$ cat config.mk
export PLATFORM = sky130hd
export DESIGN_NAME = cla_pipe_adder
export DESIGN_NICKNAME = d
export VERILOG_FILES = /design/src/rtl/cla_pipe_adder.sv
export SDC_FILE = /design/constraint.sdc
export NUM_CORES = 1
export LEC_CHECK = 0
export BUFFER_PORTS_ARGS = -buffer_cell sky130_fd_sc_hd__buf_4
export CAP_MARGIN = 20
export CORE_MARGIN = 3
export CORE_UTILIZATION = 50
export DETAILED_ROUTE_END_ITERATION = 10
export PLACE_DENSITY = 0.75
export SLEW_MARGIN = 20
export SYNTH_ARGS = -nofsm -noshare
export SYNTH_HDL_FRONTEND = slang
export SYNTH_SLANG_ARGS = --single-unit
$ cat constraint.sdc
create_clock -name clk -period 3.5 [get_ports clk]
set_input_delay 0.7 -clock clk [delete_from_list [all_inputs] [get_ports clk]]
set_output_delay 0.7 -clock clk [all_outputs]
set_load 0.02 [all_outputs]
$ cat src/rtl/cla_pipe_adder.sv
// Pipelined carry-lookahead adder/subtractor; WIDTH split into STAGES slices of 4-bit lookahead groups.
// Latency: STAGES cycles from the cycle operands are presented to out_valid; one result per cycle.
// Backpressure: global advance (!out_valid | out_ready) gates every stage; in_ready mirrors it, nothing collapses.
module cla_pipe_adder #(
  parameter int WIDTH  = 16,
  parameter int STAGES = 2
) (
  input  logic             clk,
  input  logic             rst,
  input  logic             in_valid,
  output logic             in_ready,
  input  logic [WIDTH-1:0] a,
  input  logic [WIDTH-1:0] b,
  input  logic             cin,
  input  logic             sub,
  output logic             out_valid,
  input  logic             out_ready,
  output logic [WIDTH-1:0] sum,
  output logic             cout,
  output logic             ovf
);

  localparam int SW  = WIDTH / STAGES;  // slice width
  localparam int NGS = SW / 4;          // lookahead groups per slice

  logic             w_adv;
  logic [WIDTH-1:0] w_b_eff;

  assign w_adv    = !out_valid || out_ready;
  assign in_ready = w_adv;
  assign w_b_eff  = b ^ {WIDTH{sub}};

  // One slice: per-group P/G, second-level lookahead for group carries, then
  // in-group lookahead carries. Returns {carry out, sum bits}.
  function automatic logic [SW:0] slice_add(input logic [SW-1:0] x,
                                            input logic [SW-1:0] y,
                                            input logic          ci);
    logic [SW-1:0]  p;
    logic [SW-1:0]  g;
    logic [SW-1:0]  s;
    logic [NGS-1:0] gp;
    logic [NGS-1:0] gg;
    logic [NGS:0]   gc;
    logic [3:0]     c;
    logic           t;
    p = x ^ y;
    g = x & y;
    s = '0;
    for (int j = 0; j < NGS; j++) begin
      gp[j] = &p[4*j +: 4];
      gg[j] = g[4*j+3] | (p[4*j+3] & g[4*j+2]) | (p[4*j+3] & p[4*j+2] & g[4*j+1])
            | (p[4*j+3] & p[4*j+2] & p[4*j+1] & g[4*j]);
    end
    // Group carries as flat sum-of-products over group P/G, no inter-group ripple.
    for (int j = 0; j <= NGS; j++) begin
      t = ci;
      for (int q = 0; q < j; q++) t = t & gp[q];
      gc[j] = t;
      for (int m = 0; m < j; m++) begin
        t = gg[m];
        for (int q = m + 1; q < j; q++) t = t & gp[q];
        gc[j] = gc[j] | t;
      end
    end
    for (int j = 0; j < NGS; j++) begin
      c[0] = gc[j];
      c[1] = g[4*j] | (p[4*j] & gc[j]);
      c[2] = g[4*j+1] | (p[4*j+1] & g[4*j]) | (p[4*j+1] & p[4*j] & gc[j]);
      c[3] = g[4*j+2] | (p[4*j+2] & g[4*j+1]) | (p[4*j+2] & p[4*j+1] & g[4*j])
           | (p[4*j+2] & p[4*j+1] & p[4*j] & gc[j]);
      s[4*j +: 4] = p[4*j +: 4] ^ c;
    end
    return {gc[NGS], s};
  endfunction

  for (genvar k = 0; k < STAGES; k++) begin : g_stg
    // Operand bits not yet added when entering stage k.
    localparam int REM = WIDTH - k * SW;

    logic [REM-1:0]        w_a;
    logic [REM-1:0]        w_b;
    logic                  w_c;
    logic                  w_v;
    logic [SW:0]           w_res;
    logic [(k+1)*SW-1:0]   w_s_nxt;
    logic                  r_v;
    logic                  r_c;
    logic [(k+1)*SW-1:0]   r_s;

    if (k == 0) begin : g_src
      assign w_a     = a;
      assign w_b     = w_b_eff;
      assign w_c     = cin;
      assign w_v     = in_valid;
      assign w_s_nxt = w_res[SW-1:0];
    end else begin : g_src
      assign w_a     = g_stg[k-1].g_op.r_a;
      assign w_b     = g_stg[k-1].g_op.r_b;
      assign w_c     = g_stg[k-1].r_c;
      assign w_v     = g_stg[k-1].r_v;
      assign w_s_nxt = {w_res[SW-1:0], g_stg[k-1].r_s};
    end

    assign w_res = slice_add(w_a[SW-1:0], w_b[SW-1:0], w_c);

    // Stage valid, slice carry-out and the completed lower sum bits.
    always_ff @(posedge clk) begin
      if (rst) begin
        r_v <= 1'b0;
        r_c <= 1'b0;
        r_s <= '0;
      end else if (w_adv) begin
        r_v <= w_v;
        r_c <= w_res[SW];
        r_s <= w_s_nxt;
      end
    end

    if (k < STAGES - 1) begin : g_op
      logic [REM-SW-1:0] r_a;
      logic [REM-SW-1:0] r_b;
      // Upper operand bits ride along with the carry to the next slice.
      always_ff @(posedge clk) begin
        if (rst) begin
          r_a <= '0;
          r_b <= '0;
        end else if (w_adv) begin
          r_a <= w_a[REM-1:SW];
          r_b <= w_b[REM-1:SW];
        end
      end
    end else begin : g_last
      logic r_ovf;
      // Carry into the MSB is recovered as sum^a^b at that bit; overflow is it XOR carry out.
      always_ff @(posedge clk) begin
        if (rst) begin
          r_ovf <= 1'b0;
        end else if (w_adv) begin
          r_ovf <= w_res[SW] ^ (w_res[SW-1] ^ w_a[SW-1] ^ w_b[SW-1]);
        end
      end
    end
  end

  assign out_valid = g_stg[STAGES-1].r_v;
  assign sum       = g_stg[STAGES-1].r_s;
  assign cout      = g_stg[STAGES-1].r_c;
  assign ovf       = g_stg[STAGES-1].g_last.r_ovf;

endmodule

# After elaboration in Yosys (flattened, before gate mapping)

Cells that the tools add are included.

Bits in registers: 45
Bits of input ports: 38
Word-level logic and storage cells: 131
Output and inout port bits: 20

Reduce and logical (&&, ||, !) cells: 6
Bitwise logic cells: 116

Operators with widths:

| operator         | count |
|---|---|
| $and 1x1->1      | 62 |
| $or 1x1->1       | 42 |
| $and 8x8->8      | 2 |
| $reduce_and 4->1 | 4 |
| $xor 16x16->16   | 1 |
| $xor 4x4->4      | 4 |
| $xor 8x8->8      | 2 |
| $xor 1x1->1      | 3 |
| $logic_not 1->1  | 1 |
| $logic_or 1x1->1 | 1 |

# Longest topological paths before layout

Gate-level depths: netlist of the first run.

Depth in word-level cells: 12
Depth in mapped cells: 13
Mapped depth without buffers: 11

# Worst setup path before layout of the first run

Ideal clock, no wire load.

Kind: input to register
Start: input port sub
End: register g_stg[0].r_s[4]
Cell stages on the path: 11
Data arrival time: 2964 ps
Buffers on the path: 2
Library setup time: 86 ps
Slack: 450 ps
Required time: 3414 ps
Cell sequence: buf_2 -> buf_2 -> xor2_1 -> ha_1 -> a21o_1 -> a21o_1 -> a21oi_1 -> nor2b_1 -> nor2_1 -> fa_1 -> a211oi_1

Longest elaborated chain between the ends: 8
Elaborated cells on any way between the ends: 15
Those cells by class: bitwise: 14; reduce/logical: 1

RTL lines:

| item                                       | RTL line | text |
|---|---|---|
| start: declaration                         | 15       | `input logic sub,` |
| $xor 16x16->16 *                           | 31       | `assign w_b_eff = b ^ {WIDTH{sub}};` |
| $xor 8x8->8 or $and 8x8->8 (tied branches) | 46, 47   |  |
| $and 1x1->1, on equally long branches      | 51, 52   |  |
| $or 1x1->1, or another cell as far along   | 51       | `gg[j] = g[4*j+3] \| (p[4*j+3] & g[4*j+2]) \| (p[4*j+3] & p[4*j+2] & g[4*j+1])` |
| $or 1x1->1 or $and 1x1->1 (tied branches)  | 51, 52   |  |
| $or 1x1->1                                 | 52       | `\| (p[4*j+3] & p[4*j+2] & p[4*j+1] & g[4*j]);` |
| $or 1x1->1                                 | 62       | `gc[j] = gc[j] \| t;` |
| $xor 4x4->4 *                              | 71       | `s[4*j +: 4] = p[4*j +: 4] ^ c;` |
| end signal: assignment                     | 115      | `r_s <= w_s_nxt;` |
| end: declaration                           | 88       | `logic [(k+1)*SW-1:0] r_s;` |

Every way passes the cells marked *; elsewhere a longest branch is shown, timed or not.
A chain may end at the register's enable or synchronous reset.

# Worst setup path after layout of the first run

Ends and elaborated chain as after synthesis.

==> results of run 1 <==
==> cells in the final DEF (no fill, tap or decap) <==
master	synthesis	final
sky130_fd_sc_hd__buf_4	0	59
sky130_fd_sc_hd__nor4b_1	1	1
sky130_fd_sc_hd__a211oi_1	15	15
sky130_fd_sc_hd__o41ai_1	1	1
sky130_fd_sc_hd__and3_1	1	1
sky130_fd_sc_hd__a2111oi_0	1	1
sky130_fd_sc_hd__o211a_1	1	1
sky130_fd_sc_hd__nand2_1	55	55
sky130_fd_sc_hd__a2111o_1	1	1
sky130_fd_sc_hd__a221oi_1	1	1
sky130_fd_sc_hd__fa_1	4	4
sky130_fd_sc_hd__nand2b_1	3	3
sky130_fd_sc_hd__ha_1	16	16
sky130_fd_sc_hd__clkbuf_8	0	6
sky130_fd_sc_hd__o21ai_0	6	6
sky130_fd_sc_hd__nor3_1	3	3
sky130_fd_sc_hd__xor2_1	12	12
sky130_fd_sc_hd__nor2_1	24	24
sky130_fd_sc_hd__o21a_1	1	1
sky130_fd_sc_hd__nand4_1	1	1
sky130_fd_sc_hd__nor4_1	1	1
sky130_fd_sc_hd__a31oi_2	1	1
sky130_fd_sc_hd__clkbuf_1	14	1
sky130_fd_sc_hd__a21o_1	5	5
sky130_fd_sc_hd__nor2b_2	0	1
sky130_fd_sc_hd__xnor2_1	16	16
sky130_fd_sc_hd__a31oi_1	1	1
sky130_fd_sc_hd__a21oi_1	29	29
sky130_fd_sc_hd__nor2b_1	2	1
sky130_fd_sc_hd__a211oi_2	1	1
sky130_fd_sc_hd__a41oi_2	1	1
sky130_fd_sc_hd__dfxtp_1	45	45
sky130_fd_sc_hd__inv_1	7	7
sky130_fd_sc_hd__o32a_1	1	1
==> synth_stat cells (2+ instances only) <==
cell,instances
sky130_fd_sc_hd__a211oi_1,15
sky130_fd_sc_hd__a21o_1,5
sky130_fd_sc_hd__a21oi_1,29
sky130_fd_sc_hd__buf_2,2
sky130_fd_sc_hd__clkbuf_1,14
sky130_fd_sc_hd__dfxtp_1,45
sky130_fd_sc_hd__fa_1,4
sky130_fd_sc_hd__ha_1,16
sky130_fd_sc_hd__inv_1,7
sky130_fd_sc_hd__nand2_1,55
sky130_fd_sc_hd__nand2b_1,3
sky130_fd_sc_hd__nor2_1,24
sky130_fd_sc_hd__nor2b_1,2
sky130_fd_sc_hd__nor3_1,3
sky130_fd_sc_hd__o21ai_0,6
sky130_fd_sc_hd__xnor2_1,16
sky130_fd_sc_hd__xor2_1,12
==> power groups by stage <==
stage          Combinational [W]  Sequential, W  Clock, W
6_report                0.000352       0.000605  0.000312
5_1_grt                 0.000393       0.000611  0.000343
3_5_place_dp            0.000353       0.000616         0
3_3_place_gp            0.000346       0.000614         0
4_1_cts                 0.000355       0.000605  0.000324
2_1_floorplan           0.000208       0.000641         0
==> routing by layer <==
layer	vias to the layer above	GRT usage, %	share of wire [%]
li1	1023	-	-
met2	56	27.4	45
met3	5	4.05	6.0
met5	-	0	0
met1	861	23.7	48
met4	0	5.73	0.95
==> sequential cells by signal (all words and copies together), names as in the netlist <==
| name | count |
|---|---|
| g_stg.r_c | 1 |
| g_stg.r_v | 1 |
| g_stg.g_op.r_b | 8 |
| g_stg.g_op.r_a | 8 |
| sum | 16 |
| ovf | 1 |
| g_stg.r_s | 8 |
| cout | 1 |
| out_valid | 1 |
==> final cells by class <==
class                           count  area (um2)
Clock buffer                        7        86.3
Tap cell                           52        65.1
Multi-Input combinational cell    205        1340
Inverter                            7        26.3
Timing Repair Buffer               59         443
Sequential cell                    45         901
Fill cell                         401        1560
==> cells by family after synthesis <==
group / count (synthesis) / share of synthesized area (%)
AOI/OAI and AO/OA: 66 / 18.8
buffers and inverters: 24 / 3.98
adders and majority gates: 20 / 12.0
DFF: 45 / 38.7
xor gates and xnor gates: 28 / 10.5
and+or+nand+nor: 91 / 15.9
==> worst max-delay path: cells and delay by family <==
family | cells | cell delay [ns]
simple gates | 2 | 0.20
fa+ha+maj | 2 | 0.71
xor+xnor | 1 | 0.25
buf+inv | 1 | 0.23
compound gates | 4 | 0.81
==> per-stage QoR <==
step	hold WS, ns	setup slack (ns)	total power (W)	cells	area [um2]
floorplan	0.432	0.450	0.000849	274	2330
global placement	0.438	0.599	0.000960	368	2770
detailed placement	0.445	0.500	0.000969	368	2770
CTS	0.454	0.795	0.00128	375	2860
global route	0.465	0.633	0.00135	375	2860
finish	0.450	0.780	0.00127	375	2860
==> worst paths after layout <==
check / depth (start not counted) / end / start
max: 10 / g_stg[0].r_s[4] / sub
min: 2 / sum[11] / sum[11]
max reg2reg: 8 / sum[13] / g_stg[0].g_op.r_a[0]
min reg2reg: 2 / sum[11] / sum[11]
==> impl_summary.log, run 1 <==
[metrics] syn_nets: 332
[metrics] top-level I/O count: 58
[metrics] vias in the first global route: 1757
[metrics] sum of overflow across all layers after global routing: 0
[metrics] core region area: 4410 um2
[metrics] fin crit share: 77.7%
[metrics] Post-Syn Area: 2330 um2
[metrics] worst path arrival time: 2.91 ns
[metrics] final hold violation count: 0
[metrics] number of antenna violations at the first check in global routing: 0
[metrics] internal power: 0.000897 W
[metrics] Via Count: 1945
[metrics] Most Frequent Cell on Critical Path: sky130_fd_sc_hd__a21o_1
[metrics] Crit Path Category: in -> reg
[metrics] clock latency of the later-clocked register in the worst-skew pair: 0.29 ns
[metrics] share of synthesized flip-flops with an asynchronous set or reset: 0%
[metrics] layout net count: 381
[metrics] number of enable flip-flop cells after synthesis: 0
[metrics] power density over the cells: 444 nW/um2
[metrics] CP Data Required Time: 3.69 ns
[metrics] run status: completed
[metrics] PostCTS Resize Cnt: 0
[metrics] maximum fanout count along the critical path: 16
[metrics] most used flip-flop cell after synthesis: sky130_fd_sc_hd__dfxtp_1
[metrics] power share of the clock group: 24.6%
[metrics] Worst R2R Setup Slack: 1.44 ns
[metrics] aggregate negative setup slack: 0 ns
[metrics] total global routing track utilization: 17.4%
[metrics] final core area utilization: 64.7%
[metrics] crit end category: flop
[metrics] setup skew after layout: 0.00718 ns
[metrics] clock tree root buffer cell: sky130_fd_sc_hd__clkbuf_8
[metrics] total inserted antenna cells: 0
[metrics] total clock buffers created by CTS: 5
[metrics] Setup-failing EPs final: 0
[metrics] layout overhead on the synthesized area: 22.8%
[metrics] drt via density: 5.19
[metrics] Mapped Avg Cell Area: 8.49 um2
[metrics] Leak: 1.30 nW
[metrics] Max Root-Sink Buffers: 2
[metrics] max capacitance violation total: 0
[metrics] num rows: 24
[metrics] number of buffers added on ports: 57
[metrics] Cells after Synth: 274
[metrics] post-synthesis cell type count: 33
[metrics] count of yosys warnings during synthesis: 0
[metrics] final worst path period need: 2.72 ns
[metrics] top cell type's share of synthesized area: 38.7%
[metrics] wire length of the first global-routing pass: 7560 um
[metrics] H-tree levels: 2
[metrics] Post CTS Setup Buffer Count: 0
[metrics] initial standard-cell utilization of the core: 52.7%
[metrics] post-synthesis cell type with the largest combined area: sky130_fd_sc_hd__dfxtp_1
[metrics] worst max-slew margin expressed relative to the limit: 60.7%
[metrics] sequential element share of the synthesized area: 38.7%
[metrics] net switching power of the design: 0.000371 W
[metrics] Detail Placement HPWL: 3430 um
[metrics] switch share: 29.2%
[metrics] Reg power frac: 47.7%
[metrics] Logic pwr share: 27.7%
[metrics] remaining design rule violation count: 0
[metrics] sum of routed wire length over all layers: 4620 um
[metrics] slowest stage cell, crit path: sky130_fd_sc_hd__fa_1
[metrics] TritonCTS clock tree: done
[metrics] synth top area cells: sky130_fd_sc_hd__dfxtp_1, sky130_fd_sc_hd__nand2_1, sky130_fd_sc_hd__ha_1, sky130_fd_sc_hd__a21oi_1, sky130_fd_sc_hd__xnor2_1
[metrics] maximum number of pins on one net before global-route repair: 46
[metrics] average wire per standard cell: 12.3 um
[metrics] Hold Buf Count CTS: 0
[metrics] cells traversed along the worst timing path: buf_4 > xor2_1 > ha_1 > a21o_1 > a21o_1 > a21oi_1 > nor2b_1 > nor2_1 > fa_1 > a211oi_1
[metrics] delay of the slowest critical-path stage: 0.44 ns
[metrics] maximum clock frequency: 368 MHz
[metrics] hold crit path type: reg -> reg
[metrics] overall die height: 74.2 um
[metrics] remaining antenna violation count after routing: 0
[metrics] Worst Max-Slew Pin Slew: 0.588 ns
[metrics] setup repair after global routing missed its margin: no
[metrics] worst-case vdd ir drop: 0.000217 V
[metrics] clock transition at the registers of the reported paths: 0.08 ns
[metrics] die area: 5510 um2
[metrics] Final GP Congestion: 0.819
[metrics] flop and latch count out of synthesis: 45
[metrics] nature of the critical path startpoint: input port
[metrics] violation count after the first detailed-routing iteration: 97
[metrics] pins over their slew limit: 0
[metrics] total iterations of the first detailed-routing run: 6
[metrics] die span in x: 74.2 um
[metrics] clock sink total: 45
[metrics] share of post-route cells with drive strength above 1: 21.4%
Note: power is estimated with default switching activity, not from simulation.
==> run 2: changes to the inputs <==
--- a/config.mk
+++ b/config.mk
@@ -8,7 +8,7 @@
 export BUFFER_PORTS_ARGS = -buffer_cell sky130_fd_sc_hd__buf_4
 export CAP_MARGIN = 20
 export CORE_MARGIN = 3
-export CORE_UTILIZATION = 50
+export CORE_UTILIZATION = 48
 export DETAILED_ROUTE_END_ITERATION = 10
 export PLACE_DENSITY = 0.75
 export SLEW_MARGIN = 20
==> constraint.sdc (replaced) <==
create_clock -name clk -period 2.48 [get_ports clk]
set_input_delay 0.496 -clock clk [delete_from_list [all_inputs] [get_ports clk]]
set_output_delay 0.496 -clock clk [all_outputs]
set_load 0.02 [all_outputs]
==> run 2 against run 1 <==
  * Wire length rose by 3.0%
  * Flip-flop and latch count did not move
  * Combinational power rose by 43%
  * Via count rose by 0.67%
  * Die area rose by 3.8%
  * Worst setup slack got worse by 0.51 ns
  * Sequential power rose by 41%
  * Sequential share of layout area fell by 0.95 points
  * Non-clock buffer count rose by 4
  * Clock skew fell by 0.0043 ns
  * Hold slack improved by 0.0025 ns
  * Core utilization rose by 0.68 points
==> impl_summary.log, run 2 (synthesized netlist as in run 1, its figures left out) <==
[metrics] layout overhead on the synthesized area: 26.6%
[metrics] sum of overflow across all layers after global routing: 0
[metrics] worst-case vdd ir drop: 0.000270 V
[metrics] final worst path period need: 2.21 ns
[metrics] worst path arrival time: 2.42 ns
[metrics] number of antenna violations at the first check in global routing: 0
[metrics] initial standard-cell utilization of the core: 51.7%
[metrics] PostCTS Resize Cnt: 0
[metrics] post-layout total power: 0.00200 W
[metrics] Fin Hold WS: 0.453 ns
[metrics] Worst Max-Slew Pin Slew: 0.574 ns
[metrics] H-tree levels: 2
[metrics] fin crit share: 89.2%
[metrics] remaining antenna violation count after routing: 0
[metrics] die area: 5720 um2
[metrics] family of cells with the greatest summed delay on the critical path: compound AO/OA/AOI/OAI gates
[metrics] vias in the first global route: 1696
[metrics] drt via density: 5.15
[metrics] total iterations of the first detailed-routing run: 4
[metrics] worst max-slew margin expressed relative to the limit: 61.7%
[metrics] total clock buffers created by CTS: 5
[metrics] clock sink total: 45
[metrics] average wire per standard cell: 12.5 um
[metrics] number of buffers added on ports: 57
[metrics] top-level I/O count: 58
[metrics] delay of the slowest critical-path stage: 0.43 ns
[metrics] wire length of the first global-routing pass: 7630 um
[metrics] layout net count: 385
[metrics] number of standard cells in the layout, taps in and fillers out: 380
[metrics] overall die height: 75.6 um
[metrics] combined buffer and inverter count along the critical path: 1
[metrics] setup repair after global routing missed its margin: no
[metrics] Max Root-Sink Buffers: 2
[metrics] maximum clock frequency: 452 MHz
[metrics] final hold violation count: 0
[metrics] Crit Path Category: in -> reg
[metrics] nature of the critical path startpoint: input port
[metrics] dpl cells: 372
[metrics] maximum number of pins on one net before global-route repair: 46
[metrics] crit end category: flop
[metrics] max capacitance violation total: 0
[metrics] CP Data Required Time: 2.69 ns
[metrics] slowest stage cell, crit path: sky130_fd_sc_hd__fa_1
[metrics] remaining design rule violation count: 0
[metrics] run status: completed
[metrics] Final GP Congestion: 0.826
[metrics] total inserted antenna cells: 0
[metrics] clock transition at the registers of the reported paths: 0.08 ns
[metrics] Hold Buf Count CTS: 0
[metrics] clock tree root buffer cell: sky130_fd_sc_hd__clkbuf_8
[metrics] hold crit path type: reg -> reg
[metrics] clock latency of the later-clocked register in the worst-skew pair: 0.29 ns
[metrics] Most Frequent Cell on Critical Path: sky130_fd_sc_hd__a21o_1
[metrics] cells traversed along the worst timing path: buf_4 > xor2_2 > ha_1 > a21o_1 > a21o_1 > a21oi_2 > nor2b_1 > nor2_1 > fa_1 > a211oi_1
[metrics] setup skew after layout: 0.00289 ns
[metrics] pins over their slew limit: 0
[metrics] num rows: 24
[metrics] worst setup slack after layout: 0.269 ns
[metrics] TritonCTS clock tree: done
[metrics] Post CTS Setup Buffer Count: 0
[metrics] setup slack after placement: -0.0221 ns
[metrics] number of flip-flops in the largest register: 16
[metrics] die span in x: 75.6 um
[metrics] power density over the cells: 678 nW/um2
[metrics] commonest cells after routing, fill and taps aside: sky130_fd_sc_hd__buf_4, sky130_fd_sc_hd__nand2_1, sky130_fd_sc_hd__dfxtp_1
[metrics] maximum fanout count along the critical path: 5
[metrics] violation count after the first detailed-routing iteration: 78
[metrics] leading cell type in the layout, fill and taps excluded: sky130_fd_sc_hd__buf_4
[metrics] sum of routed wire length over all layers: 4760 um
[metrics] Detail Placement HPWL: 3510 um
[metrics] core region area: 4500 um2
[metrics] Leak: 1.35 nW
[metrics] share of post-route cells with drive strength above 1: 23.5%
[metrics] Setup-failing EPs final: 0
[metrics] total global routing track utilization: 17.5%
[metrics] Via Count: 1958
[metrics] aggregate negative setup slack: 0 ns
## run 2: cell types whose count changed in the layout (fill, tap and decap cells not counted)
cell and delta:
sky130_fd_sc_hd__clkbuf_8 -1, sky130_fd_sc_hd__a21oi_2 +1, sky130_fd_sc_hd__a21oi_1 -1, sky130_fd_sc_hd__buf_4 +4
sky130_fd_sc_hd__xor2_2 +1, sky130_fd_sc_hd__clkinv_2 +1, sky130_fd_sc_hd__bufinv_16 +2, sky130_fd_sc_hd__xor2_1 -1
sky130_fd_sc_hd__clkbuf_1 -1
## run 2: final timing paths
| path | startpoint | depth (start not counted) | endpoint | slack [ns] |
|---|---|---|---|---|
| worst max-delay path | sub | 10 | g_stg[0].r_s[4] | 0.27 |
| worst min-delay path | g_stg[0].r_s[0] | 2 | g_stg[0].r_s[0] | 0.45 |
| worst max register to register | g_stg[0].g_op.r_a[0] | 8 | sum[13] | 0.34 |
| worst min register to register | g_stg[0].r_s[0] | 2 | g_stg[0].r_s[0] | 0.45 |
## run 2: through the flow
step / utilization (%) / cell area (um2)
after floorplan: - / 2350
after global placement: 62.4 / 2810
after detailed placement: 62.4 / 2810
after CTS: 65.4 / 2950
after global routing: 65.4 / 2950
final: 65.4 / 2950
## run 2: final cells by class
type	instances	area (um2)
Clock inverter	3	65.1
Clock buffer	5	68.8
Inverter	7	26.3
Fill cell	393	1560
Sequential cell	45	901
Tap cell	52	65.1
Timing Repair Buffer	63	473
Multi-Input combinational cell	205	1350
## run 2: power by group
part / switching (W) / internal (W) / leakage, nW
clock network: 0.000238 / 0.000400 / 0.0681
registers: 0.0000499 / 0.000806 / 0.373
logic: 0.000259 / 0.000246 / 0.907
total: 0.000546 / 0.00145 / 1.35
## run 2: metal layers
layer	track usage, %	wire [um]
met5	0	0
met3	3.96	219
met1	26.0	2380
met2	25.4	2100
met4	4.66	62
## run 2: worst register-to-register path, delay by kind of cell, from the launching register on
family,cells,cell delay (ns)
xor gates and xnor gates,1,0.15
AOI/OAI and AO/OA,3,0.66
adders and majority gates,2,0.72
DFF,1,0.33
and+or+nand+nor,2,0.19
